## config.mk

```make
export PLATFORM = sky130hd
export DESIGN_NAME = spi_slave_rx
export DESIGN_NICKNAME = d
export VERILOG_FILES = /design/src/rtl/spi_slave_rx.sv
export SDC_FILE = /design/constraint.sdc
export NUM_CORES = 1
export LEC_CHECK = 0
export ABC_CLOCK_PERIOD_IN_PS = 2300
export CAP_MARGIN = 40
export CELL_PAD_IN_SITES_DETAIL_PLACEMENT = 1
export CELL_PAD_IN_SITES_GLOBAL_PLACEMENT = 2
export CORE_MARGIN = 8
export CORE_UTILIZATION = 30
export CTS_CLUSTER_DIAMETER = 150
export DETAILED_ROUTE_END_ITERATION = 8
export HOLD_SLACK_MARGIN = 0.02
export PLACE_DENSITY_LB_ADDON = 0.1
export SYNTH_ARGS = -nofsm -noshare
export SYNTH_HDL_FRONTEND = slang
export SYNTH_SLANG_ARGS = --single-unit
```

## constraint.sdc

```tcl
create_clock -name clk -period 2.3 [get_ports clk]
set_input_delay 0.575 -clock clk [delete_from_list [all_inputs] [get_ports clk]]
set_output_delay 0.575 -clock clk [all_outputs]
set_load 0.05 [all_outputs]
```

## src/rtl/spi_slave_rx.sv

```systemverilog
// SPI mode-0 slave receiver: oversamples SS/SCLK/MOSI in the clk domain, deserialises MSB-first
// frames into a valid/ack holding register and returns a preloaded word on MISO.
`timescale 1ns / 1ps

module spi_slave_rx #(
  parameter int unsigned DATA_W      = 8,
  parameter int unsigned SYNC_STAGES = 2
) (
  input  logic              clk,
  input  logic              rst,
  input  logic              ss,
  input  logic              sclk,
  input  logic              mosi,
  output logic              miso,
  output logic              miso_oe,
  input  logic [DATA_W-1:0] tx_data,
  input  logic              tx_load,
  output logic [DATA_W-1:0] rx_data,
  output logic              rx_valid,
  input  logic              rx_ack,
  output logic              overrun,
  output logic              abort,
  output logic              busy
);

  localparam int unsigned CntW = $clog2(DATA_W) + 1;
  localparam logic [CntW-1:0] LastCnt = CntW'(DATA_W - 1);
  localparam logic [CntW-1:0] FullCnt = CntW'(DATA_W);

  typedef enum logic [1:0] {StIdle, StShift, StHold} state_e;

  state_e state_q, state_d;

  logic [SYNC_STAGES-1:0] ss_sync_q, sclk_sync_q, mosi_sync_q;
  logic                   ss_s, sclk_s, mosi_s;
  logic                   ss_q, sclk_q;
  logic                   rise_e, fall_e, sel_e;

  logic [CntW-1:0]   cnt_q, cnt_d;
  logic [DATA_W-1:0] tx_buf_q, tx_buf_d;
  logic [DATA_W-1:0] tx_shift_q, tx_shift_d;
  logic [DATA_W-1:0] rx_shift_q, rx_shift_d;
  logic [DATA_W-1:0] rx_data_q, rx_data_d;
  logic              rx_valid_q, rx_valid_d;
  logic              overrun_q, overrun_d;
  logic              abort_q, abort_d;
  logic              complete;

  // Synchronisers start in the idle bus state so reset release never looks like an edge.
  always_ff @(posedge clk or negedge rst) begin
    if (!rst) begin
      ss_sync_q   <= '1;
      sclk_sync_q <= '0;
      mosi_sync_q <= '0;
      ss_q        <= 1'b1;
      sclk_q      <= 1'b0;
    end else begin
      ss_sync_q   <= {ss_sync_q[SYNC_STAGES-2:0], ss};
      sclk_sync_q <= {sclk_sync_q[SYNC_STAGES-2:0], sclk};
      mosi_sync_q <= {mosi_sync_q[SYNC_STAGES-2:0], mosi};
      ss_q        <= ss_s;
      sclk_q      <= sclk_s;
    end
  end

  assign ss_s   = ss_sync_q[SYNC_STAGES-1];
  assign sclk_s = sclk_sync_q[SYNC_STAGES-1];
  assign mosi_s = mosi_sync_q[SYNC_STAGES-1];

  assign rise_e = sclk_s & ~sclk_q;
  assign fall_e = ~sclk_s & sclk_q;
  assign sel_e  = ~ss_s & ss_q;

  always_ff @(posedge clk or negedge rst) begin
    if (!rst) begin
      state_q    <= StIdle;
      cnt_q      <= '0;
      tx_buf_q   <= '0;
      tx_shift_q <= '0;
      rx_shift_q <= '0;
      rx_data_q  <= '0;
      rx_valid_q <= 1'b0;
      overrun_q  <= 1'b0;
      abort_q    <= 1'b0;
    end else begin
      state_q    <= state_d;
      cnt_q      <= cnt_d;
      tx_buf_q   <= tx_buf_d;
      tx_shift_q <= tx_shift_d;
      rx_shift_q <= rx_shift_d;
      rx_data_q  <= rx_data_d;
      rx_valid_q <= rx_valid_d;
      overrun_q  <= overrun_d;
      abort_q    <= abort_d;
    end
  end

  always_comb begin
    state_d    = state_q;
    cnt_d      = cnt_q;
    tx_buf_d   = tx_load ? tx_data : tx_buf_q;
    tx_shift_d = tx_shift_q;
    rx_shift_d = rx_shift_q;
    rx_data_d  = rx_data_q;
    rx_valid_d = rx_valid_q & ~rx_ack;
    overrun_d  = 1'b0;
    abort_d    = 1'b0;
    complete   = 1'b0;

    unique case (state_q)
      StIdle: begin
        if (sel_e) begin
          state_d    = StShift;
          tx_shift_d = tx_buf_q;
          cnt_d      = '0;
        end
      end
      StShift: begin
        if (ss_s) begin
          abort_d = 1'b1;
          state_d = StIdle;
          cnt_d   = '0;
        end else if (rise_e) begin
          rx_shift_d = {rx_shift_q[DATA_W-2:0], mosi_s};
          cnt_d      = cnt_q + CntW'(1);
          if (cnt_q == LastCnt) begin
            state_d  = StHold;
            complete = 1'b1;
          end
        end else if (fall_e && (cnt_q < FullCnt)) begin
          tx_shift_d = {tx_shift_q[DATA_W-2:0], 1'b0};
        end
      end
      StHold: begin
        if (ss_s) begin
          state_d = StIdle;
        end
      end
      default: state_d = StIdle;
    endcase

    // An ack coinciding with completion frees the register, so it is not an overrun.
    if (complete) begin
      rx_data_d  = {rx_shift_q[DATA_W-2:0], mosi_s};
      rx_valid_d = 1'b1;
      overrun_d  = rx_valid_q & ~rx_ack;
    end
  end

  assign busy     = (state_q != StIdle);
  assign miso_oe  = busy;
  assign miso     = miso_oe & tx_shift_q[DATA_W-1];
  assign rx_data  = rx_data_q;
  assign rx_valid = rx_valid_q;
  assign overrun  = overrun_q;
  assign abort    = abort_q;

endmodule

```

==> flow_metrics.tcl <==
set metrics [dict create \
    status "finished, final reports clean" \
    intPower_uw 1287 \
    hold_class "in -> async" \
    synth_xor_area_frac 0 \
    ys_warn_count 0 \
    worstSkewPairLatency_ns 0.29 \
    critPathCaptureType "primary output" \
    syn_inst 136 \
    numPortBuffers 28 \
    die_area_um2 9208 \
    critPathArrivalTime_ns 1.51 \
    row_count 29 \
    coreArea_um2 6277 \
    antenna_found_initial 0 \
    final-setup-viol-count 0 \
    synthAdderAreaFrac 0.006523 \
    fmax_mhz 478.6 \
    pwr-share-seq 0.578 \
    cts.htree.levels 2 \
    grt_pass1_wl_um 6265 \
    crit_path_max_fanout 8 \
    grtUsageTotal 0.08852 \
    yosys.area_share.simple 0.09263 \
    ir_worst_vdd_mv 0.3497 \
    p_sw_frac 0.2446 \
    skew_ns 0.004986 \
    syn_avg_cell_area_um2 14.10 \
    cts_inserted_buffers 5 \
    period_needed_ns 2.089 \
    ctsHoldBuffers 0 \
    place.gp.congestion 0.7165 \
    clkPwrFrac 0.293 \
    ant_nets 0 \
    die_y_um 95.96 \
    hold_violations 0 \
    synthMuxAreaShare 0.1853 \
    dr.pass1.iters 4 \
    p_leak_uw 0.001091 \
    pwr-share-comb 0.129 \
    drtIter0Drc 27 \
    grt_pass1_vias 1236 \
    io_pins 29 \
    start_util 0.3056 \
    drive_above_1_share 0.2500 \
    diodes 0 \
    ys_ff_latch 48 \
    ys_types 36 \
    synth_nets 152 \
    final_nets 187 \
    worstMarginPinSlew_ns 0.5452 \
    post_cts_buffers 0 \
    synth_compound_area_frac 0.06523 \
    layout_common_cells "dfrtp_1 (45), clkdlybuf4s50_1 (24), mux2_2 (16), o21ai_0 (12), nand2_1 (10)" \
    num_vias 1132 \
    clock_sinks 48 \
    final-max-slew-violation-count 0 \
    die_x_um 95.96 \
    dpl.cell_count 241 \
    path_clk_slew_ns 0.08 \
    wire_per_inst_um 14.17 \
    required_ns 1.73 \
    hpwl_um 2631 \
    synth_top_family_by_area "multiplexers" \
    grt_max_degree 27 \
    start_kind "register" \
    n_fill_cell 666 \
    setup_tns_ns 0 \
    cp_slowest_stage_delay_ns 0.45 \
    drv_cap 0 \
    cts_max_path_buffers 2 \
    rsz0062_at_grt "no" \
    syn_area_um2 1918 \
    root_buffer "clkbuf_8" \
    viasPerCell 4.546 \
    p_sw_uw 416.5 \
    syn_to_final_growth_pct 24.79 \
    period_share 0.9084 \
    path_cells "or2_2, dlygate4sd2_1" \
    drc 0 \
    cts_tree "done" \
    final_common_cell "dfrtp_1" \
    yosysSeqAreaShare 0.6282 \
    final_cells 249 \
    maxSlewHeadroom 0.6365 \
    overflow 0 \
    slowest_stage "dfrtp_1" \
    power_density_nw_per_um2 711.6 \
    drt_wl_total_um 3528 \
    critPathKind "reg -> out" \
]
==> final cells by class <==
type / instances / area [um^2] / area share
sequential: 48 / 1205 / 0.5034
inverter: 3 / 11.26 / 0.004705
timing repair buffer: 33 / 320.3 / 0.1338
tap: 77 / 96.34 / 0.04025
clock buffer: 8 / 90.09 / 0.03764
multi-input combinational: 80 / 670.6 / 0.2802
==> logic make-up (layout without fill, tap and decap cells) <==
| group | Yosys count | in the layout |
|---|---|---|
| AO/OA/AOI/OAI | 20 | 20 |
| adder cells (fa/ha/maj) | 1 | 1 |
| buffers and inverters | 8 | 44 |
| flip-flops | 48 | 48 |
| multiplexers | 30 | 30 |
| AND/OR/NAND/NOR | 29 | 29 |
==> synth_stat cells <==
library cell  count  area, um^2
a211oi_1          1       7.510
a21o_1            1       7.510
a22o_1            1       8.760
a31oi_1           1       6.260
a32o_1            1       10.01
and2_1            2       12.51
and2b_1           1       7.510
buf_2             1       5.000
buf_4             1       7.510
buf_6             1       11.26
clkbuf_1          2       7.510
dfrtp_1          45        1126
dfstp_2           3       78.83
ha_1              1       12.51
inv_1             3       11.26
mux2_2           16       180.2
mux2_4            7       105.1
mux2i_1           7       70.07
nand2_1          10       37.54
nand2_4           1       11.26
nand2b_1          1       6.260
nand3_1           2       10.01
nand3b_1          1       7.510
nor2_1            1       3.750
nor2b_1           2       12.51
nor3_1            1       5.000
nor3b_1           1       7.510
nor3b_4           1       18.77
nor4b_1           1       8.760
o21ai_0          12       60.06
o221ai_1          2       17.52
o31ai_1           1       7.510
or2_2             1       6.260
or2_4             1       8.760
or2b_1            1       7.510
or3_1             1       6.260
==> metal layers <==
layer | global-route usage | vias up | routed length [um]
met1 | 0.1125 | 559 | 1623
met2 | 0.1303 | 19 | 1628
met5 | 0 | - | 0
met4 | 0.04225 | 0 | 67
li1 | - | 548 | -
met3 | 0.03276 | 6 | 208
==> power by group through the flow <==
stage	combinational [uW]	sequential (uW)	clock, uW
final	220	985	498
after global routing	247	998	570
after detailed placement	229	1000	0
after global placement	224	998	0
after CTS	227	986	536
after floorplan	142	990	0
==> stage by stage <==
step | area [um^2] | utilization | setup WS, ns | hold WS (ns) | power, uW
6_report | 2394 | 0.3813 | 0.2106 | 0.2590 | 1703
2_1_floorplan | 1918 | - | 0.4967 | 0.2794 | 1131
3_3_place_gp | 2306 | 0.3674 | 0.2688 | 0.3368 | 1222
5_1_grt | 2394 | 0.3813 | 0.1392 | 0.2818 | 1815
4_1_cts | 2394 | 0.3813 | 0.1732 | 0.2588 | 1749
3_5_place_dp | 2306 | 0.3674 | 0.2398 | 0.3409 | 1232
==> worst max-delay path: cells and delay by family (launching register included) <==
family	cells	cell delay, ns
DFF	1	0.45
buffers and inverters	1	0.43
and+or+nand+nor	1	0.34
==> flip-flops by register name, indices dropped and copies added (netlist names) <==
register     count
sclk_sync_q      2
sclk_q           1
cnt_q            4
rx_valid         1
overrun          1
state_q          2
ss_q             1
abort            1
rx_data          8
rx_shift_q       7
tx_buf_q         8
ss_sync_q        2
tx_shift_q       8
mosi_sync_q      2
==> what timing repair did <==
item	4_1_cts	5_1_grt
resized for setup	2	0
setup endpoints to repair	2	0
endpoints found under the hold margin	0	0
==> path summary, 6_finish.rpt <==
check,endpoint,slack (ns),cells past startpoint,startpoint
min reg2reg,sclk_sync_q[1],0.36,0,sclk_sync_q[0]
min,rx_data[3],0.26,1,rst
max,busy,0.21,2,state_q[0]
max reg2reg,cnt_q[3],0.58,4,ss_sync_q[1]
max in group asynchronous,tx_buf_q[3],1.52,2,rst
min in group clk,sclk_sync_q[1],0.36,0,sclk_sync_q[0]
No activity file was read; power rests on OpenSTA's default activity.
